### src/rtl/cache_mem_arbiter.sv
// Round-robin arbiter sharing one physical-memory line port between the
// I-cache and D-cache; serves one line transaction at a time.
module cache_mem_arbiter #(
  parameter int ADDR_W = 32,
  parameter int LINE_W = 256
) (
  input  logic              clk,
  input  logic              rst,
  input  logic              i_read,
  input  logic [ADDR_W-1:0] i_addr,
  output logic [LINE_W-1:0] i_rdata,
  output logic              i_resp,
  input  logic              d_read,
  input  logic              d_write,
  input  logic [ADDR_W-1:0] d_addr,
  input  logic [LINE_W-1:0] d_wdata,
  output logic [LINE_W-1:0] d_rdata,
  output logic              d_resp,
  output logic              pmem_read,
  output logic              pmem_write,
  output logic [ADDR_W-1:0] pmem_addr,
  output logic [LINE_W-1:0] pmem_wdata,
  input  logic [LINE_W-1:0] pmem_rdata,
  input  logic              pmem_resp
);

  typedef enum logic [1:0] {
    IDLE    = 2'd0,
    SERVE_I = 2'd1,
    SERVE_D = 2'd2
  } state_e;

  state_e state_q, state_d;
  logic   last_grant_q, last_grant_d;  // 0 = I-cache, 1 = D-cache
  logic   i_pend, d_pend;

  assign i_pend = i_read;
  assign d_pend = d_read | d_write;

  always_ff @(posedge clk) begin
    // NOTE: non-blocking assignments in clocked blocks so every flop samples
    // pre-edge values regardless of statement order.
    if (rst) begin
      state_q      <= IDLE;
      last_grant_q <= 1'b0;
    end else begin
      state_q      <= state_d;
      last_grant_q <= last_grant_d;
    end
  end

  always_comb begin
    // NOTE: every output and next-state signal gets a default before the case,
    // so no path leaves a value unassigned and no latch is inferred.
    state_d      = state_q;
    last_grant_d = last_grant_q;
    pmem_read    = 1'b0;
    pmem_write   = 1'b0;
    pmem_addr    = '0;
    pmem_wdata   = '0;
    i_resp       = 1'b0;
    i_rdata      = '0;
    d_resp       = 1'b0;
    d_rdata      = '0;

    case (state_q)
      IDLE: begin
        // On a tie the side that was not granted last time wins.
        if (d_pend && (!i_pend || !last_grant_q)) begin
          state_d      = SERVE_D;
          last_grant_d = 1'b1;
        end else if (i_pend) begin
          state_d      = SERVE_I;
          last_grant_d = 1'b0;
        end
      end

      SERVE_I: begin
        pmem_read = 1'b1;
        pmem_addr = i_addr;
        // A response landing during reset belongs to an aborted system state.
        if (pmem_resp && !rst) begin
          i_resp  = 1'b1;
          i_rdata = pmem_rdata;
        end
        if (pmem_resp) state_d = IDLE;
      end

      SERVE_D: begin
        pmem_addr = d_addr;
        if (d_write) begin
          pmem_write = 1'b1;
          pmem_wdata = d_wdata;
        end else begin
          pmem_read = 1'b1;
        end
        if (pmem_resp && !rst) begin
          d_resp  = 1'b1;
          d_rdata = pmem_rdata;
        end
        if (pmem_resp) state_d = IDLE;
      end

      default: state_d = IDLE;
    endcase
  end

endmodule

### config.mk
export PLATFORM = sky130hd
export DESIGN_NAME = cache_mem_arbiter
export DESIGN_NICKNAME = d
export VERILOG_FILES = /design/src/rtl/cache_mem_arbiter.sv
export SDC_FILE = /design/constraint.sdc
export NUM_CORES = 1
export LEC_CHECK = 0
export ABC_AREA = 1
export BUFFER_PORTS_ARGS = -buffer_cell sky130_fd_sc_hd__buf_2
export CORE_AREA = 2 2 541 543
export CTS_CLUSTER_SIZE = 14
export DETAILED_ROUTE_END_ITERATION = 7
export DIE_AREA = 0 0 543 545
export HOLD_SLACK_MARGIN = 0.08
export SYNTH_ARGS = -nofsm -noshare
export SYNTH_HDL_FRONTEND = slang
export SYNTH_SLANG_ARGS = --single-unit
### constraint.sdc
create_clock -name clk -period 4.18 [get_ports clk]
set_clock_uncertainty 0.1 [all_clocks]
set_input_delay 0.418 -clock clk [delete_from_list [all_inputs] [get_ports clk]]
set_output_delay 0.418 -clock clk [all_outputs]
set_load 0.03 [all_outputs]
==> results_dict.tcl <==
set metrics [dict create \
    p_sw_frac 0.7088 \
    path_max_fanout 127 \
    p_per_area_mw_per_mm2 140.3 \
    clock-sinks 3 \
    clock_path_buffers 2 \
    synthCells 1515 \
    wl_mm 219.7 \
    cp-startpoint "state_q[0]" \
    synth_compound_area_frac 0.02955 \
    place_hpwl_mm 209.1 \
    post_cts_resized 0 \
    worstSetupStartpointType "flip-flop" \
    die_h_um 545 \
    numCtsBuffers 3 \
    setup_viol 0 \
    final_nets 3414 \
    post_cts_buffers 0 \
    core_area_sq_mm 0.2901 \
    die_area_sq_mm 0.2959 \
    place_ws_ns 1.128 \
    mappedNetlistArea_sq_mm 0.006267 \
    synth_fa_ha_area_frac 0.009982 \
    crit_arrival_ns 2.75 \
    synthSimpleGateAreaFrac 0.5125 \
    relSlewSlack 0.08283 \
    synthMuxAreaShare 0 \
    gp_congestion 0.9521 \
    vdd_drop_max_mv 0.1806 \
    cts_hold_buf 0 \
    grt_pass1_wl_mm 246.0 \
    crit_path_max_incr_delay_ns 0.52 \
    grt_max_degree 163 \
    cts_tree "built" \
    cts_root_buf "clkbuf_16" \
    crit_top_cell "buf_12" \
    antenna_found_initial 244 \
    r2r_setup_slack_ns 2.84 \
    wl_per_cell_um 32.30 \
    first_iter_violations 949 \
    clock_latency_ns 0.24 \
    grt_overflow 0 \
    end_kind "primary output" \
    ys_seq_area_frac 0.009583 \
    drt-pass1-iter-count 5 \
    areaGrowthSynthToFinish_pct 213.2 \
    rows 198 \
    h-tree-depth 1 \
    status "completed" \
    synth_top_family_by_area "simple AND/OR/NAND/NOR gates" \
    layout-drive-gt1-share 0.4986 \
    drc 0 \
    synth-seq-cells 3 \
    grt_use_total 0.1416 \
    leakage_nw 11.90 \
    yosysUniqueCellTypes 16 \
    rsz0062_at_grt "false" \
    setup_ws_ns 0.9138 \
    worst_pin_slew_ns 1.374 \
    p_clk_frac 0.058 \
    synth.avg_cell_area_sq_um 4.137 \
    vias 15373 \
    ant_nets 0 \
    worstHoldPathType "flip-flop to flip-flop" \
    whs_ns 0.3720 \
    post_drt_via_cell_ratio 2.260 \
    worstSetupPathType "flip-flop to primary output" \
    reg2reg_depth 5 \
    crit_slowest_cell "nor2_1" \
    finalPower_mw 2.754 \
    clkTransAtPathRegs_ns 0.03 \
    hold_viol 0 \
    start_util 0.02160 \
    syn-num-nets 2102 \
    seqPwrFrac 0.013 \
    p_sw_mw 1.952 \
    fin_tns_setup_ns 0 \
    crit_chain "inv_1, ha_1, nand2_8, buf_12, buf_12, nor2_1, buf_12" \
    r2r-end "state_q[0]" \
    fin_crit_ns 3.266 \
    rr_startpoint "state_q[0]" \
    synth-xor-area-share 0 \
    period_share 0.7814 \
    slew_viol_final 0 \
    worstPathRequired_ns 3.66 \
    power_frac_comb 0.928 \
    intPower_uw 802.1 \
    ioPinCount 1386 \
    port_buffers 1385 \
    grt_pass1_vias 14063 \
    die_w_um 543 \
    max_cap_violations 0 \
    max_clock_freq_ghz 0.3062 \
    endpoint "d_rdata[222]" \
    yosysWarnings 0 \
]
## area by class of cell
cell class / count / area, sq um
Timing Repair Buffer: 1402 / 8966
Sequential cell: 3 / 60.06
Inverter: 523 / 1963
Antenna cell: 75 / 187.7
Multi-Input combinational cell: 894 / 3495
Tap cell: 3900 / 4880
Clock buffer: 4 / 78.83
Fill cell: 34724 / 270500
## worst min-delay path by stage
stage / start / end / slack, ns / cells past startpoint
after CTS: last_grant_q / last_grant_q / 0.37 / 2
after floorplan: last_grant_q / last_grant_q / 0.33 / 2
after global routing: last_grant_q / last_grant_q / 0.40 / 2
final: last_grant_q / last_grant_q / 0.37 / 2
after detailed placement: last_grant_q / last_grant_q / 0.36 / 2
after global placement: last_grant_q / last_grant_q / 0.37 / 2
## through the flow
| stage | utilization | std cells | instance area, sq um |
|---|---|---|---|
| after global routing | 0.06745 | 6776 | 19570 |
| after detailed placement | 0.06675 | 6722 | 19360 |
| after floorplan | - | 1515 | 6267 |
| after global placement | 0.06675 | 6722 | 19360 |
| final | 0.06767 | 6801 | 19630 |
| after CTS | 0.06702 | 6726 | 19440 |
## power by group through the flow
stage	combinational [mW]	clock, mW	sequential (mW)
after global routing	2.74	0.162	0.0372
after detailed placement	2.64	0	0.0368
final	2.56	0.160	0.0367
after floorplan	1.06	0	0.0361
after global placement	2.65	0	0.0366
after CTS	2.65	0.158	0.0365
## cells by family (layout without fill, tap and decap cells)
logic type               after synthesis  after routing
AO/OA/AOI/OAI                         37             37
adder cells (fa/ha/maj)                5              5
buffers and inverters                618           1929
flip-flops                             3              3
other                                  0             75
AND/OR/NAND/NOR                      852            852
## synth_stat cells
cell | instances | share of area
inv_1 | 523 | 0.31
buf_4 | 2 | 0.0024
ha_1 | 5 | 0.010
clkbuf_1 | 4 | 0.0024
buf_6 | 50 | 0.090
buf_2 | 36 | 0.029
o21ai_0 | 1 | 0.00080
nand4_1 | 1 | 0.0010
nand2_1 | 74 | 0.044
nor2_1 | 771 | 0.46
nand2_2 | 2 | 0.0020
a21oi_1 | 36 | 0.029
buf_1 | 3 | 0.0018
dfxtp_1 | 3 | 0.0096
nor2_2 | 1 | 0.0010
nand3_1 | 3 | 0.0024
## cells in the final DEF (no fill, tap or decap), types with 2 or more instances in the layout
master and n:
a21oi_1 36, buf_12 128, buf_2 1263, buf_4 11, clkbuf_16 3, dfxtp_1 3
diode_2 75, ha_1 5, inv_1 523, nand2_1 73, nand2_8 2, nand3_1 3
nor2_1 771
## per-layer routing
layer	vias up	global-route usage	routed length, um
li1	6702	-	-
met1	6705	0.1563	84280
met2	1339	0.2097	89590
met3	475	0.09770	34010
met4	152	0.05502	10530
met5	-	0.007305	1279
## flip-flops by register name, summed over array words and instances (netlist names)
| register | count |
|---|---|
| last_grant_q | 1 |
| state_q | 2 |
## critical path, delay by kind of cell, from the launching register on
kind / cells / cell delay [ns]
flops: 1 / 0.33
buf+inv: 4 / 0.71
fa+ha+maj: 1 / 0.38
simple gates: 2 / 0.60
No activity file was read; power rests on OpenSTA's default activity.
